==> config.mk <==
export PLATFORM = sky130hd
export DESIGN_NAME = ysyx_24100029_icache_line
export DESIGN_NICKNAME = d
export VERILOG_FILES = /design/src/rtl/ysyx_24100029_icache_line_pkg.sv /design/src/rtl/ysyx_24100029_icache_array.sv /design/src/rtl/ysyx_24100029_icache_line.sv
export SDC_FILE = /design/constraint.sdc
export NUM_CORES = 2
export LEC_CHECK = 0
export ABC_AREA = 1
export BUFFER_PORTS_ARGS = -buffer_cell sky130_fd_sc_hd__buf_2
export CORE_MARGIN = 1.5
export CORE_UTILIZATION = 35
export DETAILED_ROUTE_END_ITERATION = 12
export PLACE_DENSITY = 0.57
export SYNTH_ARGS = -nofsm -noshare
export SYNTH_HDL_FRONTEND = slang
export SYNTH_HIERARCHICAL = 1
export SYNTH_SLANG_ARGS = --single-unit
==> constraint.sdc <==
create_clock -name clock -period 4.3 [get_ports clock]
set_input_delay 0.86 -clock clock [delete_from_list [all_inputs] [get_ports clock]]
set_output_delay 0.86 -clock clock [all_outputs]
set_load 0.02 [all_outputs]
==> src/rtl/ysyx_24100029_icache_line_pkg.sv <==
// Shared definitions for the line-based instruction cache: FSM states, AXI constants
// and the sticky-response merge used while a refill burst is in flight.
package ysyx_24100029_icache_line_pkg;

    typedef enum logic [2:0] {
        ST_IDLE      = 3'd0,
        ST_LOOKUP    = 3'd1,
        ST_REFILL_AR = 3'd2,
        ST_REFILL_R  = 3'd3,
        ST_BYPASS_AR = 3'd4,
        ST_BYPASS_R  = 3'd5,
        ST_RESP      = 3'd6
    } icache_state_e;

    localparam logic [1:0] AXI_BURST_INCR = 2'b01;
    localparam logic [2:0] AXI_SIZE_4B    = 3'b010;
    localparam logic [1:0] RESP_OKAY      = 2'b00;

    // The first non-OKAY beat response of a burst is kept; later beats cannot clear it.
    function automatic logic [1:0] resp_merge(input logic [1:0] sticky, input logic [1:0] beat);
        return (sticky != RESP_OKAY) ? sticky : beat;
    endfunction

endpackage

==> src/rtl/ysyx_24100029_icache_array.sv <==
// Storage for the instruction cache: data words, per-line tags and a valid vector
// that can be cleared in a single cycle. Writes are registered, reads are combinational.
module ysyx_24100029_icache_array #(
    parameter int SETS       = 16,
    parameter int LINE_WORDS = 4,
    parameter int TAG_W      = 24,
    parameter int DATA_WIDTH = 32,
    localparam int IDX_W     = $clog2(SETS),
    localparam int WORD_W    = (LINE_WORDS > 1) ? $clog2(LINE_WORDS) : 1
) (
    input  logic                  clock,
    input  logic                  reset,
    input  logic                  flush,
    input  logic [IDX_W-1:0]      rd_idx,
    input  logic [WORD_W-1:0]     rd_word,
    output logic [DATA_WIDTH-1:0] rd_data,
    output logic [TAG_W-1:0]      rd_tag,
    output logic                  rd_valid,
    input  logic                  data_we,
    input  logic [IDX_W-1:0]      wr_idx,
    input  logic [WORD_W-1:0]     wr_word,
    input  logic [DATA_WIDTH-1:0] wr_data,
    input  logic                  line_we,
    input  logic [TAG_W-1:0]      line_tag,
    input  logic                  line_valid
);

    logic [DATA_WIDTH-1:0] data_mem [SETS][LINE_WORDS];
    logic [TAG_W-1:0]      tag_mem  [SETS];
    logic [SETS-1:0]       valid_q;

    always_ff @(posedge clock) begin
        if (data_we) begin
            data_mem[wr_idx][wr_word] <= wr_data;
        end
        if (line_we) begin
            tag_mem[wr_idx] <= line_tag;
        end
    end

    // Flush takes priority so a fence can never leave a stale line marked valid.
    generate
        for (genvar gi = 0; gi < SETS; gi++) begin : g_valid
            always_ff @(posedge clock or posedge reset) begin
                if (reset) begin
                    valid_q[gi] <= 1'b0;
                end else if (flush) begin
                    valid_q[gi] <= 1'b0;
                end else if (line_we && (wr_idx == IDX_W'(gi))) begin
                    valid_q[gi] <= line_valid;
                end
            end
        end
    endgenerate

    assign rd_data  = data_mem[rd_idx][rd_word];
    assign rd_tag   = tag_mem[rd_idx];
    assign rd_valid = valid_q[rd_idx];

endmodule

==> src/rtl/ysyx_24100029_icache_line.sv <==
// Direct-mapped read-only I-cache with multi-word lines between IFU and AXI xbar.
// Optional feature macro: ICACHE_PERF_EN adds hit/miss/bypass counters.
module ysyx_24100029_icache_line
    import ysyx_24100029_icache_line_pkg::*;
#(
    parameter int              ADDR_WIDTH    = 32,
    parameter int              DATA_WIDTH    = 32,
    parameter int              LINE_WORDS    = 4,
    parameter int              SETS          = 16,
    parameter logic [ADDR_WIDTH-1:0] UNCACHED_BASE = 32'h0f00_0000,
    parameter logic [ADDR_WIDTH-1:0] UNCACHED_MASK = 32'hff00_0000
) (
    input  logic                  clock,
    input  logic                  reset,
    input  logic                  ifu_arvalid,
    output logic                  ifu_arready,
    input  logic [ADDR_WIDTH-1:0] ifu_araddr,
    output logic                  ifu_rvalid,
    input  logic                  ifu_rready,
    output logic [DATA_WIDTH-1:0] ifu_rdata,
    output logic [1:0]            ifu_rresp,
    output logic                  ifu_rlast,
    output logic                  mem_arvalid,
    input  logic                  mem_arready,
    output logic [ADDR_WIDTH-1:0] mem_araddr,
    output logic [7:0]            mem_arlen,
    output logic [2:0]            mem_arsize,
    output logic [1:0]            mem_arburst,
    input  logic                  mem_rvalid,
    output logic                  mem_rready,
    input  logic [DATA_WIDTH-1:0] mem_rdata,
    input  logic [1:0]            mem_rresp,
    input  logic                  mem_rlast,
    input  logic                  fence_i
`ifdef ICACHE_PERF_EN
    ,
    output logic [31:0]           perf_hit,
    output logic [31:0]           perf_miss,
    output logic [31:0]           perf_bypass
`endif
);

    localparam int WORD_BITS = $clog2(LINE_WORDS);
    localparam int OFF_BITS  = WORD_BITS + 2;
    localparam int IDX_W     = $clog2(SETS);
    localparam int TAG_W     = ADDR_WIDTH - OFF_BITS - IDX_W;
    localparam int WORD_W    = (LINE_WORDS > 1) ? WORD_BITS : 1;
    localparam logic [7:0] REFILL_LEN = 8'(LINE_WORDS - 1);

    icache_state_e         state_q, state_d;
    logic [ADDR_WIDTH-1:0] req_addr_q;
    logic [WORD_W-1:0]     beat_q, beat_d;
    logic [DATA_WIDTH-1:0] rdata_q, rdata_d;
    logic [1:0]            resp_q, resp_d;
    logic                  fence_pend_q, fence_pend_d;

    logic                  ar_hs;
    logic                  req_uncached;
    logic [IDX_W-1:0]      req_idx;
    logic [TAG_W-1:0]      req_tag;
    logic [WORD_W-1:0]     req_word;
    logic [ADDR_WIDTH-1:0] line_addr;
    logic                  lookup_hit;
    logic                  flush;
    logic [1:0]            merged_resp;

    logic [DATA_WIDTH-1:0] arr_data;
    logic [TAG_W-1:0]      arr_tag;
    logic                  arr_valid;
    logic                  data_we;
    logic                  line_we;
    logic                  line_valid;

    assign req_idx   = req_addr_q[OFF_BITS +: IDX_W];
    assign req_tag   = req_addr_q[ADDR_WIDTH-1 -: TAG_W];
    assign line_addr = {req_addr_q[ADDR_WIDTH-1:OFF_BITS], OFF_BITS'(0)};

    generate
        if (LINE_WORDS > 1) begin : g_word_sel
            assign req_word = req_addr_q[2 +: WORD_W];
        end else begin : g_word_zero
            assign req_word = '0;
        end
    endgenerate

    // A fence seen this cycle or still pending blocks new requests until the flush lands.
    assign ifu_arready  = ~reset & (state_q == ST_IDLE) & ~fence_pend_q & ~fence_i;
    assign ar_hs        = ifu_arvalid & ifu_arready;
    assign req_uncached = (ifu_araddr & UNCACHED_MASK) == UNCACHED_BASE;
    assign lookup_hit   = arr_valid & (arr_tag == req_tag);
    assign merged_resp  = resp_merge(resp_q, mem_rresp);

    assign flush        = (state_q == ST_IDLE) & (fence_i | fence_pend_q);
    assign fence_pend_d = (state_q != ST_IDLE) & (fence_pend_q | fence_i);

    assign ifu_rdata   = rdata_q;
    assign ifu_rresp   = resp_q;
    assign ifu_rlast   = ifu_rvalid;
    assign mem_arsize  = AXI_SIZE_4B;
    assign mem_arburst = AXI_BURST_INCR;

    always_comb begin
        state_d     = state_q;
        beat_d      = beat_q;
        rdata_d     = rdata_q;
        resp_d      = resp_q;
        ifu_rvalid  = 1'b0;
        mem_arvalid = 1'b0;
        mem_araddr  = '0;
        mem_arlen   = 8'd0;
        mem_rready  = 1'b0;
        data_we     = 1'b0;
        line_we     = 1'b0;
        line_valid  = 1'b0;
        case (state_q)
            ST_IDLE: begin
                if (ar_hs) begin
                    state_d = req_uncached ? ST_BYPASS_AR : ST_LOOKUP;
                end
            end
            ST_LOOKUP: begin
                if (lookup_hit) begin
                    rdata_d = arr_data;
                    resp_d  = RESP_OKAY;
                    state_d = ST_RESP;
                end else begin
                    state_d = ST_REFILL_AR;
                end
            end
            ST_REFILL_AR: begin
                mem_arvalid = 1'b1;
                mem_araddr  = line_addr;
                mem_arlen   = REFILL_LEN;
                if (mem_arready) begin
                    beat_d  = '0;
                    resp_d  = RESP_OKAY;
                    state_d = ST_REFILL_R;
                end
            end
            ST_REFILL_R: begin
                mem_rready = 1'b1;
                if (mem_rvalid) begin
                    data_we = 1'b1;
                    beat_d  = beat_q + 1'b1;
                    resp_d  = merged_resp;
                    // The requested word is kept aside so RESP never re-reads the array.
                    if (beat_q == req_word) begin
                        rdata_d = mem_rdata;
                    end
                    if (mem_rlast) begin
                        line_we    = 1'b1;
                        line_valid = (merged_resp == RESP_OKAY);
                        state_d    = ST_RESP;
                    end
                end
            end
            ST_BYPASS_AR: begin
                mem_arvalid = 1'b1;
                mem_araddr  = req_addr_q;
                if (mem_arready) begin
                    state_d = ST_BYPASS_R;
                end
            end
            ST_BYPASS_R: begin
                mem_rready = 1'b1;
                if (mem_rvalid) begin
                    rdata_d = mem_rdata;
                    resp_d  = mem_rresp;
                    state_d = ST_RESP;
                end
            end
            ST_RESP: begin
                ifu_rvalid = 1'b1;
                if (ifu_rready) begin
                    state_d = ST_IDLE;
                end
            end
            default: begin
                state_d = ST_IDLE;
            end
        endcase
    end

    always_ff @(posedge clock or posedge reset) begin
        if (reset) begin
            state_q      <= ST_IDLE;
            req_addr_q   <= '0;
            beat_q       <= '0;
            rdata_q      <= '0;
            resp_q       <= RESP_OKAY;
            fence_pend_q <= 1'b0;
        end else begin
            state_q      <= state_d;
            beat_q       <= beat_d;
            rdata_q      <= rdata_d;
            resp_q       <= resp_d;
            fence_pend_q <= fence_pend_d;
            if (ar_hs) begin
                req_addr_q <= ifu_araddr;
            end
        end
    end

    ysyx_24100029_icache_array #(
        .SETS       (SETS),
        .LINE_WORDS (LINE_WORDS),
        .TAG_W      (TAG_W),
        .DATA_WIDTH (DATA_WIDTH)
    ) u_array (
        .clock      (clock),
        .reset      (reset),
        .flush      (flush),
        .rd_idx     (req_idx),
        .rd_word    (req_word),
        .rd_data    (arr_data),
        .rd_tag     (arr_tag),
        .rd_valid   (arr_valid),
        .data_we    (data_we),
        .wr_idx     (req_idx),
        .wr_word    (beat_q),
        .wr_data    (mem_rdata),
        .line_we    (line_we),
        .line_tag   (req_tag),
        .line_valid (line_valid)
    );

`ifdef ICACHE_PERF_EN
    logic [31:0] perf_hit_q, perf_miss_q, perf_bypass_q;

    always_ff @(posedge clock or posedge reset) begin
        if (reset) begin
            perf_hit_q    <= 32'd0;
            perf_miss_q   <= 32'd0;
            perf_bypass_q <= 32'd0;
        end else begin
            if (state_q == ST_LOOKUP && lookup_hit) begin
                perf_hit_q <= perf_hit_q + 32'd1;
            end
            if (state_q == ST_LOOKUP && !lookup_hit) begin
                perf_miss_q <= perf_miss_q + 32'd1;
            end
            if (ar_hs && req_uncached) begin
                perf_bypass_q <= perf_bypass_q + 32'd1;
            end
        end
    end

    assign perf_hit    = perf_hit_q;
    assign perf_miss   = perf_miss_q;
    assign perf_bypass = perf_bypass_q;
`endif

endmodule

# Word-level counts from Yosys, hierarchy flattened
# Memories as Yosys holds them, arrays and structs flattened.
# Index checks and enable logic that the tools add are counted.
[totals] ff_bits=88 ram_bits=2432 in_bits=74 out_inout_bits=84 word_cells=201 memories=2
[op_classes] addsub=1 magnitude_cmp=4 n_eq_ne=33 muxes=79 bitwise_logic=13 reduce_logical=47
[mem_list] name="u_array.data_mem" words=16 word_bits=128 rd=1 rd_ports_with_merged_regs=0 write_ports=1 line="ysyx_24100029_icache_array.sv:28" source="logic [DATA_WIDTH-1:0] data_mem [SETS][LINE_WORDS];"
[mem_list] name="u_array.tag_mem" words=16 word_bits=24 rd=1 rd_ports_with_merged_regs=0 write_ports=1 line="ysyx_24100029_icache_array.sv:29" source="logic [TAG_W-1:0] tag_mem [SETS];"
[op_table] op="two-way mux 32 bit" n=7
[op_table] op="two-way mux 128 bit" n=1
[op_table] op="one-hot mux 32 bit (3 select lines)" n=1
[op_table] op="binary-select mux 32 bit (select 2 bit)" n=1
[op_table] op="demux 32 bit (select 2 bit)" n=1
[op_table] op="one-hot mux 32 bit (2 select lines)" n=1
[op_table] op="two-way mux 1 bit" n=47
[op_table] op="nonzero test 2 bit" n=18
[op_table] op="== test 4 bit, second input constant" n=8
[op_table] op="two-way mux 3 bit" n=9
[op_table] op="== test 24 bit" n=1
[op_table] op="one-hot mux 3 bit (7 select lines)" n=1
[op_table] op="!= test 2 bit, second input constant" n=9
[op_table] op="logical AND 1 bit" n=17
[op_table] op="== test 4 x 3 -> 1 bit, second input constant" n=4
[op_table] op="two-way mux 2 bit" n=7
[op_table] op="AND reduction 5 bit" n=2
[op_table] op="== test 3 bit, second input constant" n=3
[op_table] op="== test 4 x 2 -> 1 bit, second input constant" n=2
[op_table] op="== test 8 x 4 -> 1 bit, second input constant" n=1
[op_table] op="one-hot mux 2 bit (4 select lines)" n=1
[op_table] op="bitwise AND 1 bit" n=7
[op_table] op="AND reduction 7 bit" n=1
[op_table] op="== test 3 x 2 -> 1 bit, second input constant" n=2
[op_table] op="19 further kinds" n=25

# Longest topological paths before layout
[logic_depth] depth_word=8 depth_mapped=23 ltp_nobuf=19

# Hierarchy
# Netlist, hierarchy kept.
[by_module_without_submodules] mod="ysyx_24100029_icache_array" n_inst=1 cells_per_inst=7942 area_per_inst_um2=98030.3 seq_area_each_um2=73430.4
[by_module_without_submodules] mod="ysyx_24100029_icache_line" n_inst=1 cells_per_inst=568 area_per_inst_um2=4300.4 seq_area_each_um2=1801.7

# Worst setup path before layout
# Ideal clock, no wire load.
[synth_timing] path_type="input port to flip-flop" startpoint="input port mem_rvalid" endpoint="memory u_array/data_mem[15][0] in the netlist's numbering (enable)" setup_time_ps=421 arrival_ps=2947 required_ps=3879 setup_slack_ps=932 path_stages=5 n_path_buf=1 path_cell_list="inv_1 -> nor2_1 -> nand3_1 -> clkbuf_1 -> nor2_1"
[synth_via] elab_chain_len=4
[synth_rtl] element="start: declaration" line="ysyx_24100029_icache_line.sv:29" source="input logic mem_rvalid,"
[synth_rtl] element="two-way mux 1 bit" line="ysyx_24100029_icache_line.sv:142" source="if (mem_rvalid) begin"
[synth_rtl] element="two-way mux 1 bit" line="ysyx_24100029_icache_line.sv:115" source="case (state_q)"
[synth_rtl] element="net data_we" line="ysyx_24100029_icache_line.sv:70" source="logic data_we;"
[synth_rtl] element="two-way mux 1 bit" line="ysyx_24100029_icache_array.sv:33" source="if (data_we) begin"
[synth_rtl] element="two-way mux 128 bit (not written as such)" line="ysyx_24100029_icache_array.sv:34" source="data_mem[wr_idx][wr_word] <= wr_data;"
[synth_rtl] element="end: declaration" line="ysyx_24100029_icache_array.sv:28"
# The timed path passes the listed nets, and every way through them passes these cells.

# Worst setup path in the final report
[layout_timing] startpoint="register req_addr_q[5]" endpoint="register rdata_q[28], in the netlist ifu_rdata[28]"
[layout_lines] element="start: declaration" line="ysyx_24100029_icache_line.sv:51" source="logic [ADDR_WIDTH-1:0] req_addr_q;"
[layout_lines] element="start signal: assignment" line="ysyx_24100029_icache_line.sv:199" source="req_addr_q <= ifu_araddr;"
[layout_lines] element="memory read (16 x 24 bit)"
[layout_lines] element="net arr_tag[17]" line="ysyx_24100029_icache_line.sv:68" source="logic [TAG_W-1:0] arr_tag;"
[layout_lines] element="== test 24 bit" line="ysyx_24100029_icache_line.sv:90" source="assign lookup_hit = arr_valid & (arr_tag == req_tag);"
[layout_lines] element="bitwise AND 1 bit" line="ysyx_24100029_icache_line.sv:90"
[layout_lines] element="!= test 2 bit (no line)"
[layout_lines] element="AND reduction 5 bit (no line)"
[layout_lines] element="end signal: assignment" line="ysyx_24100029_icache_line.sv:195" source="rdata_q <= rdata_d;"
[layout_lines] element="end: declaration" line="ysyx_24100029_icache_line.sv:53" source="logic [DATA_WIDTH-1:0] rdata_q, rdata_d;"
# The timed path passes the listed nets, and every way through them passes these cells. The select of a mux whose other input is x is not followed.
# A chain may end at the register's enable or synchronous reset.

==> impl_metrics.csv <==
group,metric,value,unit
global_route,wire_length_of_the_first_global_routing_pass,456000,um
yosys,yosysWarnings,6,
timing,min_period_over_period,90.2,%
worst_hold_path,hold_class,"in2async",
timing,skew,0.0749,ns
timing,tightest_slew,1.30,ns
setup_path,critical_path.max_stage_delay,0.68,ns
clocking,cts_repair_resize_count,0,
yosys,synth-async-reset-ratio,3.49,%
floorplanning,die_width,544,um
clocking,cts_setup_buffers,0,
floorplanning,num_io_pins,158,
final_layout,final-instance-count-excl-fill,12700,
final_layout,finalNetCount,8688,
setup_path,timing.critical_path.max_delay_family,"simple AND/OR/NAND/NOR gates",
yosys,synth.cells.most_frequent,"sky130_fd_sc_hd__nand2_1 (2,446), sky130_fd_sc_hd__edfxtp_1 (2,432), sky130_fd_sc_hd__nand3_1 (1,970)",
setup_path,crit_type,"reg2reg",
route,postRouteWirelength,316000,um
place,preCtsSetupSlack,0.553,ns
yosys,commonest_register_cell_after_synthesis,"sky130_fd_sc_hd__edfxtp_1",
yosys,mappedNetlistArea,0.102,mm2
yosys,syn_avg_cell_area,12.0,um2
timing,hold_viol,0,
yosys,synthesized_instance_count,8510,
setup_path,crit_chain,"inv_8, buf_12, o21ai_0, o22ai_1, o21ai_0, o21ai_0, inv_1, nand2_1, nand2_1, nor2_1, nand3_1, nor2_1, nand3_1, nand2_2, nand2_4, nand2_1, nand2_1",
clocking,cts_htree_levels,4,
yosys,count_of_different_cell_masters_after_synthesis,39,
route,via_per_inst,5.37,
setup_path,worst-path-max-fanout,75,
yosys,synth_area_leaders,"sky130_fd_sc_hd__edfxtp_1 (71%), sky130_fd_sc_hd__nand3_1 (9.6%), sky130_fd_sc_hd__nand2_1 (9.0%)",
job,max_cap_viol_count,0,
yosys,synth-edff-count,2432,
route,routed-via-count,68300,
global_route,overall_routing_resource_usage,20.9,%
timing,slew_headroom,13.3,%
timing,tns,0,ns
route,ant_nets,0,
clocking,cts_bufs_inserted,248,
timing,final-setup-viol-count,0,
clocking,path_clk_slew,0.06,ns
setup_path,timing.critical_path.to_type,"flop",
pwr,irDropWorstVdd,497,uV
route,drt-pass1-iter-count,6,
yosys,yosysTopAreaCell,"sky130_fd_sc_hd__edfxtp_1",
clocking,sinks_on_clock_net,2520,
floorplanning,coreArea,0.291,mm2
timing,fin_max_slew_vios,0,
timing,layout_setup_ws,0.421,ns
floorplanning,die_h,544,um
floorplanning,floorplan.rows,198,
floorplanning,fp.dieArea,0.296,mm2
global_route,grt_start_max_net_pins,169,
yosys,seq_area_frac_synth,73.5,%
pwr,leakage_power_of_the_design,40.6,nW
global_route,grt_pass1_vias,64500,
place,dpl.cell_count,12300,
place,place.gp.congestion,0.875,
yosys,yosys.cell_count.top_type,"sky130_fd_sc_hd__nand2_1",
setup_path,cp_num_buf_inv,3,
timing,period_needed,3.88,ns
yosys,synth_largest_type_area_fraction,71.4,%
clocking,cts_hold_repair.buffers,0,
pwr,powerDensity,646,mW/mm2
place,input_output_buffers,146,
timing,grt_setup_unrepaired,"false",
global_route,sum_of_overflow_across_all_layers_after_global_routing,0,
final_layout,area_growth,13.9,%
timing,timing.fmax,258,MHz
clocking,clk_path_buf_depth,4,
setup_path,cp_slowest_cell,"sky130_fd_sc_hd__dfrtp_4",
place,place_hpwl,173000,um
final_layout,ratio_of_cells_with_drive_above_1_in_the_final_layout,10.2,%
setup_path,cp.arrival,4.68,ns
route,post_drt_wl_per_cell,24.9,um
floorplanning,initial_utilization,35.2,%
setup_path,library_cell_appearing_most_often_on_the_critical_path,"sky130_fd_sc_hd__nand2_1",
route,post-route-drc-count,0,
setup_path,cp_data_required_time,5.10,ns
setup_path,cp-start-kind,"flop",
global_route,antenna_found_initial,23,
status,status,"finished clean",
clocking,worstSkewPairLatency,0.92,ns
clocking,clock_tree_from_tritoncts,"built",
yosys,synth_seq_cells,2520,
clocking,clk_root_buffer_cell,"sky130_fd_sc_hd__clkbuf_16",
route,detail_route.iter0.violations,8344,
[cell usage in the layout, fill, tap and decap left out, types with 6 or more instances in the layout]
cell type                       n
sky130_fd_sc_hd__buf_2        146
sky130_fd_sc_hd__nor2_1       330
sky130_fd_sc_hd__clkbuf_16    252
sky130_fd_sc_hd__edfxtp_1    2432
sky130_fd_sc_hd__clkinv_2      51
sky130_fd_sc_hd__o21ai_0      245
sky130_fd_sc_hd__clkinvlp_4    10
sky130_fd_sc_hd__inv_1        104
sky130_fd_sc_hd__o211ai_1      17
sky130_fd_sc_hd__clkinv_1      40
sky130_fd_sc_hd__o22ai_1       64
sky130_fd_sc_hd__dfrtp_1       82
sky130_fd_sc_hd__conb_1        11
sky130_fd_sc_hd__mux2_1         8
sky130_fd_sc_hd__nor2_4        82
sky130_fd_sc_hd__a21oi_1       36
sky130_fd_sc_hd__xnor2_1        6
sky130_fd_sc_hd__o221ai_1      34
sky130_fd_sc_hd__nand3_1     1966
sky130_fd_sc_hd__nand2_1     2445
sky130_fd_sc_hd__o21ai_1       20
sky130_fd_sc_hd__diode_2       10
sky130_fd_sc_hd__clkbuf_1      61
sky130_fd_sc_hd__buf_12       104
sky130_fd_sc_hd__bufinv_16     19
sky130_fd_sc_hd__buf_4        170
sky130_fd_sc_hd__mux2_2        24
[stage by stage]
step | power [mW] | hold slack (ns) | util [%] | cell area, um2
6_report | 75.3 | 0.135 | 40.1 | 117000
4_1_cts | 75.3 | 0.106 | 40.1 | 117000
3_3_place_gp | 54.3 | 0.477 | 37.4 | 109000
2_1_floorplan | 45.0 | 0.481 | - | 102000
3_5_place_dp | 54.4 | 0.454 | 37.4 | 109000
5_1_grt | 78.6 | 0.169 | 40.1 | 117000
[kinds of logic (layout without fill, tap and decap cells)]
group,count (synthesis),after routing,synth area share [%]
AND/OR/NAND/NOR,4842,4842,20.2
flip-flops,2520,2520,73.5
XOR/XNOR,7,7,0.0599
AO/OA/AOI/OAI,421,421,2.33
buffers and inverters,686,972,3.48
other,2,21,0.00734
multiplexers,32,32,0.352
[worst paths after layout]
path | startpoint | to | slack (ns) | depth (start not counted)
worst min register to register | ifu_rdata[5]$_DFFE_PP0P_ | ifu_rdata[5]$_DFFE_PP0P_ | 0.47 | 2
worst min-delay path | reset | u_array/valid_q[5]$_DFFE_PP0P_ | 0.14 | 2
worst max register to register | req_addr_q[5]$_DFFE_PP0P_ | ifu_rdata[28]$_DFFE_PP0P_ | 0.42 | 17
max in group asynchronous | reset | ifu_rdata[31]$_DFFE_PP0P_ | 3.19 | 3
min in group clock | ifu_araddr[0] | req_addr_q[0]$_DFFE_PP0P_ | 0.20 | 3
worst max-delay path | req_addr_q[5]$_DFFE_PP0P_ | ifu_rdata[28]$_DFFE_PP0P_ | 0.42 | 17
[registers in the layout, summed over array words and instances, names as in the netlist]
name	cells
u_array/data_mem	2048
u_array/tag_mem	384
ifu_rdata	32
req_addr_q	32
u_array/valid_q	16
state_q	3
beat_q	2
ifu_rresp	2
fence_pend_q	1
[per-layer routing]
layer  wire length, um  part of all wire (%)  track usage [%]  vias to the layer above
met4              9880                   3.1             6.50                        8
met3             27200                   8.6             3.66                      468
met1            131000                    42             28.7                    34300
met2            148000                    47             33.7                     3071
met5                55                 0.017                0                        -
li1                  -                     -                -                    30400
[power breakdown]
| part | internal (mW) | switching, mW | leakage, nW |
|---|---|---|---|
| logic | 7.03 | 18.3 | 13.9 |
| clock network | 11.8 | 9.15 | 3.75 |
| registers | 27.9 | 1.07 | 22.9 |
| total | 46.7 | 28.6 | 40.6 |
[layout make-up]
| cell class | count | area [um2] |
|---|---|---|
| Fill cell | 27200 | 174000 |
| Multi-Input combinational cell | 5313 | 24200 |
| Inverter | 111 | 450 |
| Sequential cell | 2520 | 75300 |
| Tap cell | 3900 | 4880 |
| Clock inverter | 127 | 1130 |
| Timing Repair Buffer | 420 | 4090 |
| Clock buffer | 314 | 6550 |
| Antenna cell | 10 | 25.0 |
No activity file was read; power rests on OpenSTA's default activity.
